--- config.mk ---
export PLATFORM = sky130hd
export DESIGN_NAME = uart_tx_serializer
export DESIGN_NICKNAME = d
export VERILOG_FILES = /design/src/rtl/uart_tx_serializer_pkg.sv /design/src/rtl/uart_tx_shifter.sv /design/src/rtl/uart_tx_serializer.sv
export SDC_FILE = /design/constraint.sdc
export NUM_CORES = 1
export LEC_CHECK = 0
export ABC_AREA = 1
export BUFFER_PORTS_ARGS = -buffer_cell sky130_fd_sc_hd__buf_2
export CORE_MARGIN = 4
export CORE_UTILIZATION = 55
export CTS_CLUSTER_SIZE = 12
export DETAILED_ROUTE_END_ITERATION = 6
export GPL_TIMING_DRIVEN = 1
export PLACE_DENSITY = 0.91
export SYNTH_ARGS = -nofsm -noshare
export SYNTH_HDL_FRONTEND = slang
export SYNTH_SLANG_ARGS = --single-unit
--- constraint.sdc ---
create_clock -name clk -period 2.2 [get_ports clk]
set_input_delay 0.55 -clock clk [delete_from_list [all_inputs] [get_ports clk]]
set_output_delay 0.55 -clock clk [all_outputs]
set_load 0.05 [all_outputs]
--- src/rtl/uart_tx_serializer_pkg.sv ---
// Shared definitions for the UART transmit serializer.
package uart_tx_serializer_pkg;

  // Frame sequencer states.
  typedef enum logic [2:0] {
    S_IDLE   = 3'd0,
    S_ARM    = 3'd1,
    S_START  = 3'd2,
    S_DATA   = 3'd3,
    S_PARITY = 3'd4,
    S_STOP   = 3'd5
  } state_t;

  // Level of the serial line between frames and during stop bits.
  localparam logic LINE_IDLE = 1'b1;

  // Parity mode selectors.
  localparam logic PAR_MODE_EVEN = 1'b0;
  localparam logic PAR_MODE_ODD  = 1'b1;

endpackage

--- src/rtl/uart_tx_shifter.sv ---
// DBITS-wide transmit shift register with parity capture at load time.
module uart_tx_shifter
  import uart_tx_serializer_pkg::*;
#(
  parameter int unsigned DBITS      = 8,
  parameter int unsigned PARITY_ODD = 0
) (
  input  logic             clk,
  input  logic             rst_n,
  input  logic             load,
  input  logic             shift_en,
  input  logic [DBITS-1:0] data,
  output logic             lsb,
  output logic             parity
);

  localparam logic PAR_SEL = (PARITY_ODD != 0) ? PAR_MODE_ODD : PAR_MODE_EVEN;

  logic [DBITS-1:0] shift_q;
  logic             parity_q;

  // Load a new word (and its parity) or shift it right one bit.
  always_ff @(posedge clk or negedge rst_n) begin
    if (!rst_n) begin
      shift_q  <= '0;
      parity_q <= 1'b0;
    end else if (load) begin
      shift_q  <= data;
      parity_q <= (^data) ^ PAR_SEL;
    end else if (shift_en) begin
      shift_q  <= {1'b0, shift_q[DBITS-1:1]};
    end
  end

  assign lsb    = shift_q[0];
  assign parity = parity_q;

endmodule

--- src/rtl/uart_tx_serializer.sv ---
// UART transmitter: valid/ready byte intake, tick-aligned LSB-first framing.
module uart_tx_serializer
  import uart_tx_serializer_pkg::*;
#(
  parameter int unsigned DBITS      = 8,
  parameter int unsigned STOP_BITS  = 1,
  parameter int unsigned PARITY_EN  = 0,
  parameter int unsigned PARITY_ODD = 0
) (
  input  logic             clk,
  input  logic             rst_n,
  input  logic             refclk,
  input  logic [DBITS-1:0] tx_data,
  input  logic             tx_valid,
  output logic             tx_ready,
  output logic             txd,
  output logic             busy
);

  localparam int unsigned    CNT_W     = (DBITS > 1) ? $clog2(DBITS) : 1;
  localparam logic [CNT_W-1:0] LAST_BIT = CNT_W'(DBITS - 1);
  localparam logic           LAST_STOP = (STOP_BITS > 1);

  state_t           state, state_next;
  logic             txd_q, txd_next;
  logic [CNT_W-1:0] bit_cnt, bit_cnt_next;
  logic             stop_cnt, stop_cnt_next;
  logic             load, shift_en;
  logic             lsb, parity_bit;

  uart_tx_shifter #(
    .DBITS      (DBITS),
    .PARITY_ODD (PARITY_ODD)
  ) u_shifter (
    .clk      (clk),
    .rst_n    (rst_n),
    .load     (load),
    .shift_en (shift_en),
    .data     (tx_data),
    .lsb      (lsb),
    .parity   (parity_bit)
  );

  // Next-state, line level and counter updates; everything holds between ticks.
  // The shifter advances as each bit is launched, so lsb is always the next bit to send.
  always_comb begin
    state_next    = state;
    txd_next      = txd_q;
    bit_cnt_next  = bit_cnt;
    stop_cnt_next = stop_cnt;
    load          = 1'b0;
    shift_en      = 1'b0;
    case (state)
      S_IDLE: begin
        if (tx_valid) begin
          load       = 1'b1;
          state_next = S_ARM;
        end
      end
      S_ARM: begin
        if (refclk) begin
          txd_next   = 1'b0;
          state_next = S_START;
        end
      end
      S_START: begin
        if (refclk) begin
          txd_next     = lsb;
          shift_en     = 1'b1;
          bit_cnt_next = '0;
          state_next   = S_DATA;
        end
      end
      S_DATA: begin
        if (refclk) begin
          if (bit_cnt == LAST_BIT) begin
            if (PARITY_EN != 0) begin
              txd_next   = parity_bit;
              state_next = S_PARITY;
            end else begin
              txd_next      = LINE_IDLE;
              stop_cnt_next = 1'b0;
              state_next    = S_STOP;
            end
          end else begin
            txd_next     = lsb;
            shift_en     = 1'b1;
            bit_cnt_next = bit_cnt + CNT_W'(1);
          end
        end
      end
      S_PARITY: begin
        if (refclk) begin
          txd_next      = LINE_IDLE;
          stop_cnt_next = 1'b0;
          state_next    = S_STOP;
        end
      end
      S_STOP: begin
        if (refclk) begin
          if (stop_cnt == LAST_STOP) begin
            stop_cnt_next = 1'b0;
            state_next    = S_IDLE;
          end else begin
            stop_cnt_next = stop_cnt + 1'b1;
          end
        end
      end
      default: begin
        txd_next   = LINE_IDLE;
        state_next = S_IDLE;
      end
    endcase
  end

  // State, registered line output and counters.
  always_ff @(posedge clk or negedge rst_n) begin
    if (!rst_n) begin
      state    <= S_IDLE;
      txd_q    <= LINE_IDLE;
      bit_cnt  <= '0;
      stop_cnt <= 1'b0;
    end else begin
      state    <= state_next;
      txd_q    <= txd_next;
      bit_cnt  <= bit_cnt_next;
      stop_cnt <= stop_cnt_next;
    end
  end

  assign txd      = txd_q;
  assign tx_ready = (state == S_IDLE);
  assign busy     = (state != S_IDLE);

endmodule
==> summary.md, run 1 <==
| Metric | Value |
|---|---|
| Layout Utilization | 64.5% |
| Post-CTS sizing | 0 |
| Die width | 47.7 µm |
| H-tree level count | 1 |
| Die ar. | 2270 µm² |
| I/O pin count | 15 |
| DIE HEIGHT | 47.7 µm |
| Post-CTS Hold Buffers | 0 |
| Setup Buffers After CTS | 0 |
| Crit-path cells | nor2_2 > nand2_2 > inv_2 > buf_2 |
| Clock skew | 0.00701 ns |
| Lkg Pwr | 0.573 nW |
| Max-cap check violation count | 0 |
| Worst slew pin tran | 0.337 ns |
| Fin. max-slew vios | 0 |
| Number of global-route vias before repair | 682 |
| Post-Synth Adder-Cell Area | 2.89% |
| Peak fanout along the critical path | 6 |
| GRT Total Usage | 16.3% |
| First-pass GRT wire length | 2.66 mm |
| Slowest stage delay, CP | 0.45 ns |
| Synthesized net count | 135 |
| Std cell rows | 14 |
| RR Startpoint | bit_cnt[0] |
| Num CTS Buffers | 3 |
| Arrival time worst endpoint | 1.35 ns |
| Synth area leader | dfrtp_1 |
| Setup_tns | 0 ns |
| Vias per cell | 5.06 |
| CTS Buffer Depth | 2 |
| GP Congestion | 0.891 |
| Power Total | 1.31 mW |
| DR WL/cell | 11.1 µm |
| Vias | 774 |
| Mean Syn Cell Area | 7.16 µm² |
| Clk pin slew, worst setup/hold paths | 0.09 ns |
| Type of the worst min-delay path | primary input to async pin |
| ANT cells | 0 |
| Latest clock arrival within the worst-skew pair | 0.28 ns |
| Largest delay contributor family on the critical path | flip-flops |
| Xor/xnor share of the synthesized area | 0% |
| Post-synth top cells | nand2_1 (59), nand3_1 (20), dfrtp_1 (14) |
| Fin nets | 152 |
| Yosys reg bits | 15 |
| Max_slew headroom | 77.6% |
| # DRC | 0 |
| Number of port buffers | 14 |
| Pre-antenna DRT Iters | 4 |
| Tmin final | 1.90 ns |
| Startpoint types | flip-flop |
| Synth Flop Type | dfrtp_1 |
| Initial antenna violation count | 0 |
| CTS tree | done |
| Proportion of synthesized area in mux cells | 0% |
| Filler cells | 138 |
| Top cells by area, synth | dfrtp_1 (40%), nand2_1 (26%), nand3_1 (12%), dfstp_2 (3.0%), ha_1 (2.9%) |
| Count leader, synth | nand2_1 |
| Synth Area in Simple Gates | 43.6% |
| Worst vdd ir | 0.654 mV |
| Routed Antenna Nets | 0 |
| Synth Instances | 121 |
| Fin crit share | 86.5% |
| Gr ovfl total | 0 |
| RSZ-0062 raised after global routing | false |
| Post-synth EDFFs | 0 |
| Dpl hpwl | 1.31 mm |
| Crit path from | state[0] |
| Share of the synthesized area in the top cell type | 40.5% |
| Final Setup Violations | 0 |
| Post-synthesis compound-gate area fraction | 3.47% |
| P per Cell Area | 1370 nW/µm² |
| Fraction of layout cells with a size suffix above 1 | 21.2% |
| Yosys warns | 0 |
| Max Fclk | 0.526 GHz |
| CTS sink cnt | 15 |
| Critical Path RT | 1.65 ns |
| Outcome | finished, final reports clean |
| Syn Std Cell Area | 866 µm² |
| Area growth syn-to-layout | 10.8% |
| 1st-iter DRT viols | 6 |
| Post-synth ARST share | 100% |
| Worst setup EP type | output port |
| Crit Path Category | flip-flop to output port |
| CTS Root Cell | clkbuf_4 |
| Largest family of logic cells by synthesized area | simple AND/OR/NAND/NOR gates |
| Seq/Total Area, Yosys | 43.5% |
| Routed WL | 1.69 mm |
| Core area | 1490 µm² |
| Crit path buf inv count | 2 |
| Initial Util | 58.2% |
| Netlist cell types | 16 |
| CP max stage cell | dfrtp_1 |
| Largest net degree at the start of global routing | 17 |
| Final hold vios | 0 |
[state kept, by name, indices dropped and copies added, names as in the netlist]
name and cells:
u_shifter.shift_q 8, bit_cnt 3, state 3, txd 1
[kinds of logic after synthesis]
family	Yosys count
adder cells (fa/ha/maj)	2
AO/OA/AOI/OAI	6
buffers and inverters	11
AND/OR/NAND/NOR	87
flip-flops	15
[layout make-up]
class | instances | area [µm²] | share of cell area (%)
sequential | 15 | 377 | 39.2
multi-input combinational | 95 | 433 | 45.1
tap | 16 | 20.0 | 2.09
clock buffer | 4 | 26.3 | 2.74
timing repair buffer | 14 | 70.1 | 7.30
inverter | 9 | 33.8 | 3.52
[worst register-to-register path, cell delays in order (launching register included)]
cell	delay (ns)
dfrtp_1	0.41
ha_1	0.20
ha_1	0.19
nand2_1	0.12
nand3_2	0.25
nand2_2	0.22
nand2_1	0.08
nand2_1	0.06
[final timing paths]
kind	to	slack, ns	depth (start not counted)
setup / recovery	tx_ready	0.30	4
hold / removal	u_shifter.shift_q[1]	0.16	1
setup reg to reg	u_shifter.shift_q[4]	0.63	7
hold reg to reg	txd	0.49	2
max in group asynchronous	txd	1.74	1
min in group clk	u_shifter.shift_q[7]	0.48	3
[layout by cell type, fill, tap and decap left out]
master / n
nor2_2: 3
buf_2: 14
inv_1: 5
o21ai_1: 2
o21ai_0: 3
nand3_1: 20
inv_2: 4
ha_1: 2
a21oi_1: 1
nand2_1: 59
nand2_2: 2
dfstp_2: 1
nor2_1: 1
dfrtp_1: 14
clkbuf_4: 3
nand3_2: 1
nand2_4: 1
clkbuf_1: 1
[stage by stage]
| step | setup WS [ns] | hold WS, ns | area (µm²) | std cells |
|---|---|---|---|---|
| CTS | 0.303 | 0.175 | 960 | 153 |
| finish | 0.297 | 0.160 | 960 | 153 |
| global placement | 0.615 | 0.466 | 933 | 149 |
| floorplan | 0.572 | 0.254 | 866 | 121 |
| global route | 0.223 | 0.177 | 960 | 153 |
| detailed placement | 0.608 | 0.471 | 933 | 149 |
[power by group]
group | switching (mW) | total (mW) | internal [mW]
Combinational | 0.472 | 0.681 | 0.209
Sequential | 0.0880 | 0.476 | 0.388
Clock | 0.0835 | 0.154 | 0.0703
Total | 0.643 | 1.31 | 0.668
[layer usage]
metal	share of wire, %	up-vias	GRT usage [%]
met5	0	-	0
met3	3.4	2	2.26
li1	-	423	-
met2	48	11	27.3
met4	0.47	0	6.45
met1	48	338	21.1
(Power assumes the default switching activity.)
==> run 2: changes to the inputs <==
--- a/config.mk
+++ b/config.mk
@@ -5,7 +5,6 @@
 export SDC_FILE = /design/constraint.sdc
 export NUM_CORES = 1
 export LEC_CHECK = 0
-export ABC_AREA = 1
 export BUFFER_PORTS_ARGS = -buffer_cell sky130_fd_sc_hd__buf_2
 export CORE_MARGIN = 4
 export CORE_UTILIZATION = 55
==> run 2 against run 1 <==
  * Setup slack got worse by 0.14 ns
  * Sequential power increased by 8.8%
  * Global-route usage is 1.7 points higher
  * Count of clock-buffer cells in the layout unchanged
  * Die area fell by 1.3%
  * Register-to-register slack worse by 0.39 ns
  * Clock skew down 0.0022 ns
  * Flip-flop and latch count is the same
==> summary.md, run 2 <==
| Metric | Value |
|---|---|
| Fin. max-slew vios | 0 |
| Final Setup Violations | 0 |
| Pre-CTS WS | 0.270 ns |
| Initial Util | 61.6% |
| CTS Buffer Depth | 2 |
| Routed Antenna Nets | 0 |
| RR Startpoint | bit_cnt[0] |
| Peak fanout along the critical path | 14 |
| Num CTS Buffers | 3 |
| Final WS setup | 0.161 ns |
| Final hold vios | 0 |
| Number of global-route vias before repair | 656 |
| Post-Synth Adder-Cell Area | 2.94% |
| 1st-iter DRT viols | 14 |
| GP Congestion | 0.789 |
| Largest net degree at the start of global routing | 16 |
| Initial antenna violation count | 0 |
| Outcome | finished, final reports clean |
| Gr ovfl total | 0 |
| Worst vdd ir | 0.675 mV |
| Reg2Reg Depth | 6 |
| Synth area leader | dfrtp_1 |
| Post-synth ARST share | 100% |
| Startpoint types | flip-flop |
| DR WL/cell | 15.1 µm |
| CTS tree | done |
| Storage element area | 377 µm² |
| I/O pin count | 15 |
| Crit path from | state[0] |
| Post-CTS sizing | 0 |
| Yosys reg bits | 15 |
| Yosys warns | 0 |
| Syn Std Cell Area | 852 µm² |
| Xor/xnor share of the synthesized area | 0% |
| Die width | 47.4 µm |
| Worst setup EP type | output port |
| Clock skew | 0.00483 ns |
| CTS sink cnt | 15 |
| Reg2Reg Setup Slack | 0.24 ns |
| Biggest registers after layout | u_shifter.shift_q: 8 flops, bit_cnt: 3 flops, state: 3 flops |
| Seq/Total Area, Yosys | 44.2% |
| Reg with most FFs | u_shifter.shift_q |
| Reg-to-Reg End | u_shifter.shift_q[5] |
| Vias | 659 |
| Area growth syn-to-layout | 11.0% |
| Routed WL | 1.68 mm |
| Proportion of synthesized area in mux cells | 15.7% |
| # DRC | 0 |
| Latest clock arrival within the worst-skew pair | 0.29 ns |
| Share of the synthesized area in the top cell type | 41.1% |
| Die ar. | 2240 µm² |
| Core area | 1380 µm² |
| Crit Path Category | flip-flop to output port |
| DIE HEIGHT | 47.4 µm |
| Max-cap check violation count | 0 |
| First-pass GRT wire length | 2.75 mm |
| Fin crit share | 92.7% |
| Mean Syn Cell Area | 10.4 µm² |
| Netlist cell types | 31 |
| Dpl hpwl | 1.25 mm |
| Top cells by area, synth | dfrtp_1 (41%), mux2_2 (7.9%), mux2_1 (6.6%), o21ai_0 (4.1%), nand2_1 (4.0%) |
| Clk pin slew, worst setup/hold paths | 0.09 ns |
| Post-synth top cells | dfrtp_1 (14), nand2_1 (9), o21ai_0 (7) |
| H-tree level count | 1 |
| Std cell rows | 13 |
| Arrival time worst endpoint | 1.49 ns |
| CTS Root Cell | clkbuf_4 |
| GRT Total Usage | 17.9% |
| Synth Flop Type | dfrtp_1 |
| Setup_tns | 0 ns |
| Critical Path RT | 1.65 ns |
| Power Total | 1.07 mW |
| Post-synth EDFFs | 0 |
| Pre-antenna DRT Iters | 4 |
| Post-CTS Hold Buffers | 0 |
| Max reg flops | 8 |
| Largest family of logic cells by synthesized area | simple AND/OR/NAND/NOR gates |
| Synthesized net count | 96 |
| RSZ-0062 raised after global routing | false |
| Filler cells | 115 |
| Fraction of layout cells with a size suffix above 1 | 29.2% |
| Type of the worst min-delay path | primary input to async pin |
| Max_slew headroom | 69.4% |
| Worst slew pin tran | 0.459 ns |
| Setup Buffers After CTS | 0 |
| Lkg Pwr | 0.447 nW |
| Multi-input gate area | 443 µm² |
| P per Cell Area | 1130 nW/µm² |
| Crit path to | tx_ready |
| Fin nets | 111 |
| Most frequent cells in the layout | dfrtp_1 (14), buf_2 (14), nand2_1 (9) |
| Count leader, synth | dfrtp_1 |
| Number of port buffers | 14 |
| Post-synthesis compound-gate area fraction | 15.7% |
| Synth Instances | 82 |
| Max Fclk | 0.490 GHz |
| Tmin final | 2.04 ns |
| Vias per cell | 5.94 |
| ANT cells | 0 |
| Synth Area in Simple Gates | 17.6% |
-- run 2: cell types whose count changed after synthesis, sizes merged, moves of 3 or more --
cell and change:
inv -6, nand2 -52, mux2 +11, a21oi +3
nand3 -19
-- run 2: per-layer routing --
metal  part of all wire, %  routed length (µm)  up-vias  track usage, %
met5                     0                   0        -               0
met4                   3.5                  59        0            13.3
met3                   4.1                  69        5            2.30
met2                    49                 820       18            29.1
met1                    43                 731      312            21.4
li1                      -                   -      324               -
-- run 2: cells by family after synthesis --
kind of cell,after synthesis
AO/OA/AOI/OAI,20
adder cells (fa/ha/maj),2
buffers and inverters,7
flip-flops,15
multiplexers,12
AND/OR/NAND/NOR,26
-- run 2: through the flow --
step	cell area [µm²]	cells	hold WS, ns	utilization, %
after global placement	920	107	0.465	66.5
after global routing	946	111	0.159	68.4
after floorplan	852	82	0.254	-
final	946	111	0.143	68.4
after CTS	946	111	0.150	68.4
after detailed placement	920	107	0.471	66.5
-- run 2: layout make-up --
cell class	instances	share of cell area, %
Multi-Input combinational cell	60	46.8
Sequential cell	15	39.8
Timing Repair Buffer	14	7.41
Clock buffer	4	2.78
Tap cell	15	1.98
Inverter	3	1.19
-- run 2: power breakdown --
| group | switching [mW] | total, mW | internal [mW] |
|---|---|---|---|
| registers | 0.125 | 0.518 | 0.393 |
| logic | 0.191 | 0.389 | 0.198 |
| clock network | 0.0917 | 0.162 | 0.0706 |
-- run 2: worst min-delay path by stage --
| stage | startpoint | to | cells past startpoint |
|---|---|---|---|
| finish | rst_n | state[0] | 1 |
| global route | rst_n | state[2] | 1 |
| CTS | rst_n | state[2] | 1 |
| detailed placement | rst_n | state[2] | 1 |
| global placement | rst_n | state[1] | 1 |
| floorplan | rst_n | bit_cnt[0] | 0 |
-- run 2: critical path, stage by stage, from the launching register on --
cell and delay (ns):
dfrtp_1 0.55, nor3_4 0.33, buf_2 0.32
==> run 3: changes to the inputs <==
--- a/config.mk
+++ b/config.mk
@@ -12,6 +12,7 @@
 export DETAILED_ROUTE_END_ITERATION = 6
 export GPL_TIMING_DRIVEN = 1
 export PLACE_DENSITY = 0.91
+export RECOVER_POWER = 100
 export SYNTH_ARGS = -nofsm -noshare
 export SYNTH_HDL_FRONTEND = slang
 export SYNTH_SLANG_ARGS = --single-unit
==> run 3 against run 2 <==
  * Combinational power barely moved
  * Clock power is essentially flat
  * Sequential share of layout area grew 0.11 points
  * Power is 0.23% lower
  * Clock skew up 0.00066 ns
  * Setup slack got worse by 0.017 ns
  * Global-route usage is the same
  * First-iteration DRC count down 21%
  * Register-to-register slack about the same
  * Sequential power is essentially flat
  * Die area stayed put
  * Via count unchanged
==> summary.md, run 3 (synthesized netlist as in run 2, its figures left out) <==
| Metric | Value |
|---|---|
| Outcome | finished, final reports clean |
| CTS tree | done |
| GP Congestion | 0.789 |
| DIE HEIGHT | 47.4 µm |
| ANT cells | 0 |
| Number of global-route vias before repair | 656 |
| Num CTS Buffers | 3 |
| Final Setup Violations | 0 |
| Initial antenna violation count | 0 |
| Worst vdd ir | 0.676 mV |
| Reg2Reg Setup Slack | 0.24 ns |
| Final hold slack | 0.316 ns |
| Core area | 1380 µm² |
| Largest delay contributor family on the critical path | flip-flops |
| Tmin final | 2.06 ns |
| Type of the worst min-delay path | primary input to async pin |
| Max reg flops | 8 |
| CTS sink cnt | 15 |
| GRT Total Usage | 17.9% |
| Die ar. | 2240 µm² |
| Die width | 47.4 µm |
| Worst setup EP type | output port |
| Initial Util | 61.6% |
| Slowest stage delay, CP | 0.56 ns |
| Crit-path cells | nor3_4 > clkbuf_2 |
| Arrival time worst endpoint | 1.51 ns |
| Final hold vios | 0 |
| DR WL/cell | 15.2 µm |
| Peak fanout along the critical path | 14 |
| Vias per cell | 5.94 |
| Clk pin slew, worst setup/hold paths | 0.09 ns |
| Crit Path Category | flip-flop to output port |
| Cell Count, Final, Fillers Out | 111 |
| Most frequent cells in the layout | dfrtp_1 (14), buf_2 (11), nand2_1 (9) |
| Layout Utilization | 68.2% |
| # DRC | 0 |
| RSZ-0062 raised after global routing | false |
| Crit path buf inv count | 1 |
| Fin nets | 111 |
| CTS Buffer Depth | 2 |
| Setup_tns | 0 ns |
| Biggest registers after layout | u_shifter.shift_q: 8 flops, bit_cnt: 3 flops, state: 3 flops |
| Pre-antenna DRT Iters | 4 |
| Std cell rows | 13 |
| Fin. max-slew vios | 0 |
| Reg with most FFs | u_shifter.shift_q |
| Critical Path RT | 1.65 ns |
| Placed cell count | 107 |
| I/O pin count | 15 |
| Post-CTS Hold Buffers | 0 |
| CTS Root Cell | clkbuf_4 |
| Max_slew headroom | 45.8% |
| H-tree level count | 1 |
| Fraction of layout cells with a size suffix above 1 | 27.1% |
| Lkg Pwr | 0.440 nW |
| First-pass GRT wire length | 2.75 mm |
| Max Fclk | 0.486 GHz |
| Routed Antenna Nets | 0 |
| Largest net degree at the start of global routing | 16 |
| Startpoint types | flip-flop |
| CP max stage cell | dfrtp_1 |
| Area growth syn-to-layout | 10.7% |
| 1st-iter DRT viols | 11 |
| Clock skew | 0.00548 ns |
| Leading cell type in the layout, fill and taps excluded | dfrtp_1 |
| Worst slew pin tran | 0.813 ns |
| Routed WL | 1.69 mm |
| Setup Buffers After CTS | 0 |
| Placed inst area | 920 µm² |
| Vias | 659 |
| P per Cell Area | 1130 nW/µm² |
| Gr ovfl total | 0 |
| Number of port buffers | 14 |
| Dpl hpwl | 1.25 mm |
| Fin crit share | 93.5% |
| Final instance area | 943 µm² |
| Max-cap check violation count | 0 |
| Post-CTS sizing | 0 |
| Latest clock arrival within the worst-skew pair | 0.29 ns |
run 3: path summary, 6_finish.rpt:
check / from / to / cells after the start
min reg2reg: txd / txd / 2
min in group clk: tx_data[6] / u_shifter.shift_q[6] / 2
max: state[0] / tx_ready / 2
min: rst_n / state[2] / 1
max reg2reg: bit_cnt[0] / u_shifter.shift_q[2] / 6
max in group asynchronous: rst_n / u_shifter.shift_q[3] / 1
run 3: metrics by stage:
stage          power [mW]  setup WS, ns
3_3_place_gp        0.884         0.333
3_5_place_dp        0.918         0.270
5_1_grt              1.14        0.0664
2_1_floorplan       0.821         0.262
6_report             1.07         0.144
4_1_cts              1.08         0.142
run 3: worst reg2reg max path: stages (launching register included):
cell,delay (ns)
dfrtp_1,0.42
ha_1,0.20
ha_1,0.25
nand2_1,0.11
a32oi_1,0.13
nor2_1,0.35
mux2_2,0.38
run 3: layout make-up:
class                           instances  area, µm²
Inverter                                3       11.3
Tap cell                               15       18.8
Sequential cell                        15        377
Timing Repair Buffer                   14       67.6
Multi-Input combinational cell         60        443
Fill cell                             117        439
Clock buffer                            4       26.3
run 3: power by group:
part | leakage [nW] | internal [mW] | switching (mW) | total [mW]
Combinational | 0.244 | 0.195 | 0.191 | 0.386
Clock | 0.0150 | 0.0706 | 0.0920 | 0.163
Sequential | 0.181 | 0.393 | 0.125 | 0.519
run 3: routing by layer:
layer	wire length, µm	vias to the layer above	global-route usage (%)
met2	818	16	29.1
li1	-	325	-
met4	59	0	13.3
met1	743	313	21.4
met5	0	-	0
met3	62	5	2.30
